`src/rtl/gnt_mux_pkg.sv`:
```
// gnt_mux_pkg: shared state encodings, agent indices and default widths for gnt_data_mux
package gnt_mux_pkg;

   typedef enum logic [1:0] {
      IDLE  = 2'd0,
      XFER  = 2'd1,
      DRAIN = 2'd2
   } state_t;

   localparam logic [1:0] AGT0 = 2'd0;
   localparam logic [1:0] AGT1 = 2'd1;
   localparam logic [1:0] AGT2 = 2'd2;
   localparam logic [1:0] AGT3 = 2'd3;

   localparam int DEFAULT_DATA_W = 8;

endpackage

```
`src/rtl/gnt_mux_out_reg.sv`:
```
// gnt_mux_out_reg: single-entry valid/data/src output register with load/unload handshake
module gnt_mux_out_reg
   import gnt_mux_pkg::*;
#(
   parameter int DATA_W = DEFAULT_DATA_W
) (
   input  logic              clock,
   input  logic              reset,
   input  logic              load,
   input  logic              unload,
   input  logic [DATA_W-1:0] load_data,
   input  logic [1:0]        load_src,
   output logic              valid,
   output logic [DATA_W-1:0] data,
   output logic [1:0]        src
);

   always_ff @(posedge clock) begin
      if (reset) begin
         valid <= 1'b0;
         data  <= '0;
         src   <= AGT0;
      end else begin
         valid <= load | (valid & ~unload);
         if (load) begin
            data <= load_data;
            src  <= load_src;
         end
      end
   end

endmodule

```
`src/rtl/gnt_data_mux.sv`:
```
// gnt_data_mux: steers the granted agent's beats onto one registered target port with burst cap and grant checks.
// Optional stall watchdog enabled by defining GNT_MUX_WDOG_EN.
module gnt_data_mux
   import gnt_mux_pkg::*;
#(
   parameter int DATA_W    = DEFAULT_DATA_W,
   parameter int MAX_BURST = 16
`ifdef GNT_MUX_WDOG_EN
   ,
   parameter int WDOG_CYCLES = 64
`endif
) (
   input  logic                           clock,
   input  logic                           reset,
   input  logic                           gnt_0,
   input  logic                           gnt_1,
   input  logic                           gnt_2,
   input  logic                           gnt_3,
   input  logic                           valid_0,
   input  logic                           valid_1,
   input  logic                           valid_2,
   input  logic                           valid_3,
   input  logic [DATA_W-1:0]              data_0,
   input  logic [DATA_W-1:0]              data_1,
   input  logic [DATA_W-1:0]              data_2,
   input  logic [DATA_W-1:0]              data_3,
   output logic                           ready_0,
   output logic                           ready_1,
   output logic                           ready_2,
   output logic                           ready_3,
   output logic                           out_valid,
   output logic [DATA_W-1:0]              out_data,
   output logic [1:0]                     out_src,
   input  logic                           out_ready,
   output logic [$clog2(MAX_BURST+1)-1:0] beat_cnt,
   output logic                           burst_done,
   output logic                           onehot_err,
   output logic                           wdog_err
);

   localparam int CNT_W = $clog2(MAX_BURST + 1);
   localparam logic [CNT_W-1:0] CNT_MAX = CNT_W'(MAX_BURST);

   state_t            state, state_n;
   logic [1:0]        src, src_n;
   logic [3:0]        g, v, rdy;
   logic [DATA_W-1:0] sel_data;
   logic              one, viol, viol_d, gs, vs, rdy_src, acc;

   assign g = {gnt_3, gnt_2, gnt_1, gnt_0};
   assign v = {valid_3, valid_2, valid_1, valid_0};
   assign {ready_3, ready_2, ready_1, ready_0} = rdy;
   assign burst_done = beat_cnt == CNT_MAX;

   always_comb begin
      one      = $countones(g) == 1;
      gs       = g[src];
      vs       = v[src];
      src_n    = g[3] ? AGT3 : g[2] ? AGT2 : g[1] ? AGT1 : AGT0;
      sel_data = src == AGT0 ? data_0 : src == AGT1 ? data_1 : src == AGT2 ? data_2 : data_3;
      // once a source is owned, any foreign grant is a violation, including while draining
      viol     = state == IDLE ? $countones(g) > 1 : |(g & ~(4'b0001 << src));
      rdy_src  = state == XFER && gs && !burst_done && (!out_valid || out_ready) && !viol;
      acc      = rdy_src && vs;
      rdy      = rdy_src ? 4'b0001 << src : 4'b0000;
      state_n  = (state == IDLE && one)                          ? XFER  :
                 (state == XFER && !gs)                          ? DRAIN :
                 (state == DRAIN && (!out_valid || out_ready))   ? IDLE  : state;
   end

   always_ff @(posedge clock) begin
      if (reset) begin
         state      <= IDLE;
         src        <= AGT0;
         beat_cnt   <= '0;
         viol_d     <= 1'b0;
         onehot_err <= 1'b0;
      end else begin
         state      <= state_n;
         viol_d     <= viol;
         onehot_err <= viol & ~viol_d;
         if (state == IDLE && one) begin
            src      <= src_n;
            beat_cnt <= '0;
         end else if (acc) begin
            beat_cnt <= beat_cnt + 1'b1;
         end
      end
   end

   gnt_mux_out_reg #(.DATA_W(DATA_W)) u_out_reg (
      .clock     (clock),
      .reset     (reset),
      .load      (acc),
      .unload    (out_ready),
      .load_data (sel_data),
      .load_src  (src),
      .valid     (out_valid),
      .data      (out_data),
      .src       (out_src)
   );

`ifdef GNT_MUX_WDOG_EN
   localparam int WD_W = $clog2(WDOG_CYCLES + 1);
   localparam logic [WD_W-1:0] WD_MAX = WD_W'(WDOG_CYCLES);

   logic [WD_W-1:0] stall_cnt;
   logic            stall;

   assign stall = out_valid && !out_ready;

   always_ff @(posedge clock) begin
      if (reset) begin
         stall_cnt <= '0;
         wdog_err  <= 1'b0;
      end else begin
         stall_cnt <= !stall ? '0 : stall_cnt == WD_MAX ? stall_cnt : stall_cnt + 1'b1;
         wdog_err  <= wdog_err | (stall && stall_cnt == WD_MAX - 1'b1);
      end
   end
`else
   assign wdog_err = 1'b0;
`endif

endmodule
```
`config.mk`:
```
export PLATFORM = sky130hd
export DESIGN_NAME = gnt_data_mux
export DESIGN_NICKNAME = d
export VERILOG_FILES = /design/src/rtl/gnt_mux_pkg.sv /design/src/rtl/gnt_mux_out_reg.sv /design/src/rtl/gnt_data_mux.sv
export SDC_FILE = /design/constraint.sdc
export NUM_CORES = 1
export LEC_CHECK = 0
export ABC_AREA = 0
export CELL_PAD_IN_SITES_DETAIL_PLACEMENT = 0
export CELL_PAD_IN_SITES_GLOBAL_PLACEMENT = 1
export CORE_MARGIN = 1
export CORE_UTILIZATION = 26
export CTS_CLUSTER_SIZE = 40
export DETAILED_ROUTE_END_ITERATION = 8
export GPL_TIMING_DRIVEN = 0
export PLACE_DENSITY_LB_ADDON = 0.3
export SYNTH_ARGS = -nofsm -noshare
export SYNTH_HDL_FRONTEND = slang
export SYNTH_HIERARCHICAL = 1
export SYNTH_SLANG_ARGS = --single-unit
```
`constraint.sdc`:
```
create_clock -name clock -period 2.7 [get_ports clock]
set_input_delay 0.675 -clock clock [delete_from_list [all_inputs] [get_ports clock]]
set_output_delay 0.675 -clock clock [all_outputs]
set_load 0.02 [all_outputs]
```
==> results.cfg <==
[timing]
final-hold-violation-count = 0
rsz0062_at_grt = yes
finalSetupViolCount = 4
tightest_slew_ps = 764
period_share = 1.11
slew_headroom = 0.491
final.min_clock_period_ps = 3010
clock_skew_ps = 2.58
slew_violations = 0
fin_ws_ps = -309
max_freq_mhz = 332

[floorplan]
fp-row-count = 25
die_area_mm2 = 0.00540
ios = 66
die_h_um = 73.5
die_w_um = 73.5
start_util = 0.276
core-area_mm2 = 0.00482

[cts]
cts_hold_buf = 0
cts-root-buf = clkbuf_8
path_clk_slew_ps = 80
clk_latency_ps = 260
numCtsBuffers = 3
clock_sinks = 22
h-tree-depth = 1
cts_tree = yes
clk_path_buf_depth = 2

[synth]
syn-num-nets = 186
synth.distinct_cells = 35
yosys_register_bits = 22
synth_top_area_cell = dfxtp_1
yosysSeqAreaShare = 0.332
synth_top_area_frac = 0.332
synth_area_leaders = dfxtp_1 33%, mux4_2 17%, mux2i_1 8.3%
yosys_warnings = 6
avgSynthCellArea_um2 = 9.69
mappedNetlistArea_mm2 = 0.00133
synth_cells = 137

[placed_design]
port_buffers = 64
pre_cts_ws_ps = -1390
place.gp.congestion = 0.817
dp_hpwl_um = 2780

[job]
cap_violations = 0

[power_and_ir_drop]
ir_drop_mv = 0.182
power_frac_comb = 0.334
p_per_area_mw_per_mm2 = 387
p_sw_frac = 0.279
p_int_uw = 631
switching_power_uw = 244
p_leak_uw = 0.000834
clkPwrFrac = 0.272
seqPwrFrac = 0.394

[routing]
post-route-drc-count = 0
drt-total-wl_um = 3630
viasPerCell = 4.52
wl_per_cell_um = 13.0
vias = 1261
drt_iter0_drc = 42
drtPass1Iterations = 4
drtAntennaViolNets = 0

[setup_path]
path_cells = buf_8 -> inv_4 -> fa_1 -> inv_1 -> ha_2 -> inv_2 -> ha_4 -> nand2_4 -> a21oi_4 -> nor3b_4 -> buf_6
worst_setup_path_start_kind = primary input
slowest_delay_ps = 520
critical_path_required_ps = 2030
end_kind = primary output
reg2regPathDepth = 9
worst-path-max-fanout = 4
path_class = primary input to primary output
crit_arrival_ps = 2330
cpMaxStageDelayCell = fa_1

[cells_and_area]
nNetsFinal = 262
fillers = 478
layout-drive-gt1-share = 0.236
final_util = 0.470
areaGrowthSynthToFinish_pct = 70.5
n_antenna_cell = 0

[outcome]
outcome = finished with violations
violations = negative setup slack

[worst_hold_path]
holdPathStages = 1
min_path_type = register to register

[global_route]
grt_pass1_wl_um = 5920
antenna_found_initial = 0
overflow = 0
grt_max_degree = 13
grt_pass1_vias = 1282
grtUsageTotal = 0.144
[through the flow]
| stage | setup TNS [ps] | hold WS [ps] | cells | power, uW | cell area [um^2] |
|---|---|---|---|---|---|
| floorplan | -332 | 375 | 137 | 519 | 1380 |
| CTS | -1090 | 405 | 278 | 873 | 2230 |
| detailed placement | -19020 | 393 | 268 | 624 | 2110 |
| finish | -1040 | 398 | 279 | 875 | 2260 |
| global placement | -18730 | 388 | 268 | 618 | 2110 |
| global route | -1420 | 428 | 279 | 928 | 2260 |
[flip-flops by register name (all words and copies together), names as in the netlist]
signal	cells
beat_cnt	5
onehot_err	1
src	2
state	2
u_out_reg/data	8
u_out_reg/src	2
u_out_reg/valid	1
viol_d	1
[timing repair]
action	CTS	global route
setup buffers	6	1
pin swaps	3	1
resized for setup	48	6
endpoints found under the setup margin	23	17
[worst max-delay path, delay by kind of cell]
family                   cells  cell delay [ps]
AO/OA/AOI/OAI                1              180
AND/OR/NAND/NOR              2              280
adder cells (fa/ha/maj)      3              830
buffers and inverters        5              350
[cell families after synthesis]
logic type / Yosys count / synth area share
compound gates: 20 / 0.104
xor+xnor: 1 / 0.00660
fa+ha+maj: 6 / 0.0622
buf+inv: 22 / 0.0782
flops: 22 / 0.332
mux: 21 / 0.253
other cells: 1 / 0.00282
simple gates: 44 / 0.162
[final timing paths]
kind	from	endpoint	slack, ps
worst max-delay path	gnt_0	ready_0	-310
worst max register to register	src[1]$_SDFFE_PP0P_	u_out_reg/data[3]$_SDFFE_PP0P_	460
worst min register to register	viol_d$_SDFF_PP0_	onehot_err$_SDFF_PP0_	400
worst min-delay path	viol_d$_SDFF_PP0_	onehot_err$_SDFF_PP0_	400
[cells in the final DEF (no fill, tap or decap), drive strengths merged]
cell type	n
clkdlybuf4s50	56
dfxtp	22
buf	21
nor2	20
inv	14
mux2i	11
mux4	10
a21oi	8
nand2	6
clkbuf	5
ha	5
nand3	4
nand2b	4
nor2b	3
o21ai	3
and3	2
a21o	2
a211oi	2
a2111oi	1
nand4b	1
or3b	1
and3b	1
nor3b	1
a31oi	1
a31o	1
nor3	1
a2bb2oi	1
o31ai	1
xnor2	1
fa	1
conb	1
dlygate4sd2	1
[routing by layer]
layer	global-route usage	wire length [um]
met1	0.173	1500
met4	0.0577	23
met3	0.0219	146
met5	0	0
met2	0.256	1960
[power groups by stage]
stage	Combinational (uW)	Clock, uW	Sequential [uW]
6_report	292	238	345
5_1_grt	320	261	347
4_1_cts	284	244	345
3_5_place_dp	271	0	353
3_3_place_gp	266	0	352
2_1_floorplan	161	0	357
[area by class of cell]
class / instances / area (um^2) / area share
timing repair buffer: 71 / 708 / 0.313
multi-input combinational: 93 / 862 / 0.381
buffer: 8 / 51.3 / 0.0227
clock buffer: 4 / 55.1 / 0.0243
tap: 67 / 83.8 / 0.0370
sequential: 22 / 440 / 0.195
inverter: 14 / 62.6 / 0.0276
[synth_stat cells]
| master | number |
|---|---|
| a31o_1 | 1 |
| or3b_4 | 1 |
| o21ai_0 | 2 |
| fa_1 | 1 |
| a2bb2oi_1 | 1 |
| mux4_2 | 10 |
| o21ai_1 | 1 |
| a211oi_4 | 1 |
| buf_6 | 2 |
| inv_1 | 14 |
| buf_4 | 1 |
| ha_1 | 5 |
| nand3_1 | 4 |
| nor3_1 | 1 |
| a2111oi_0 | 1 |
| xnor2_1 | 1 |
| nor2_1 | 20 |
| nand4b_1 | 1 |
| a211oi_1 | 1 |
| dfxtp_1 | 22 |
| buf_2 | 2 |
| nor3b_1 | 1 |
| o31ai_1 | 1 |
| a31oi_1 | 1 |
| nand2_1 | 6 |
| a21o_1 | 2 |
| conb_1 | 1 |
| and3_1 | 2 |
| and3b_1 | 1 |
| a21oi_1 | 8 |
| mux2i_1 | 11 |
| nand2b_1 | 4 |
| buf_1 | 2 |
| nor2b_1 | 3 |
| clkbuf_1 | 1 |
No activity file was read; power rests on OpenSTA's default activity.
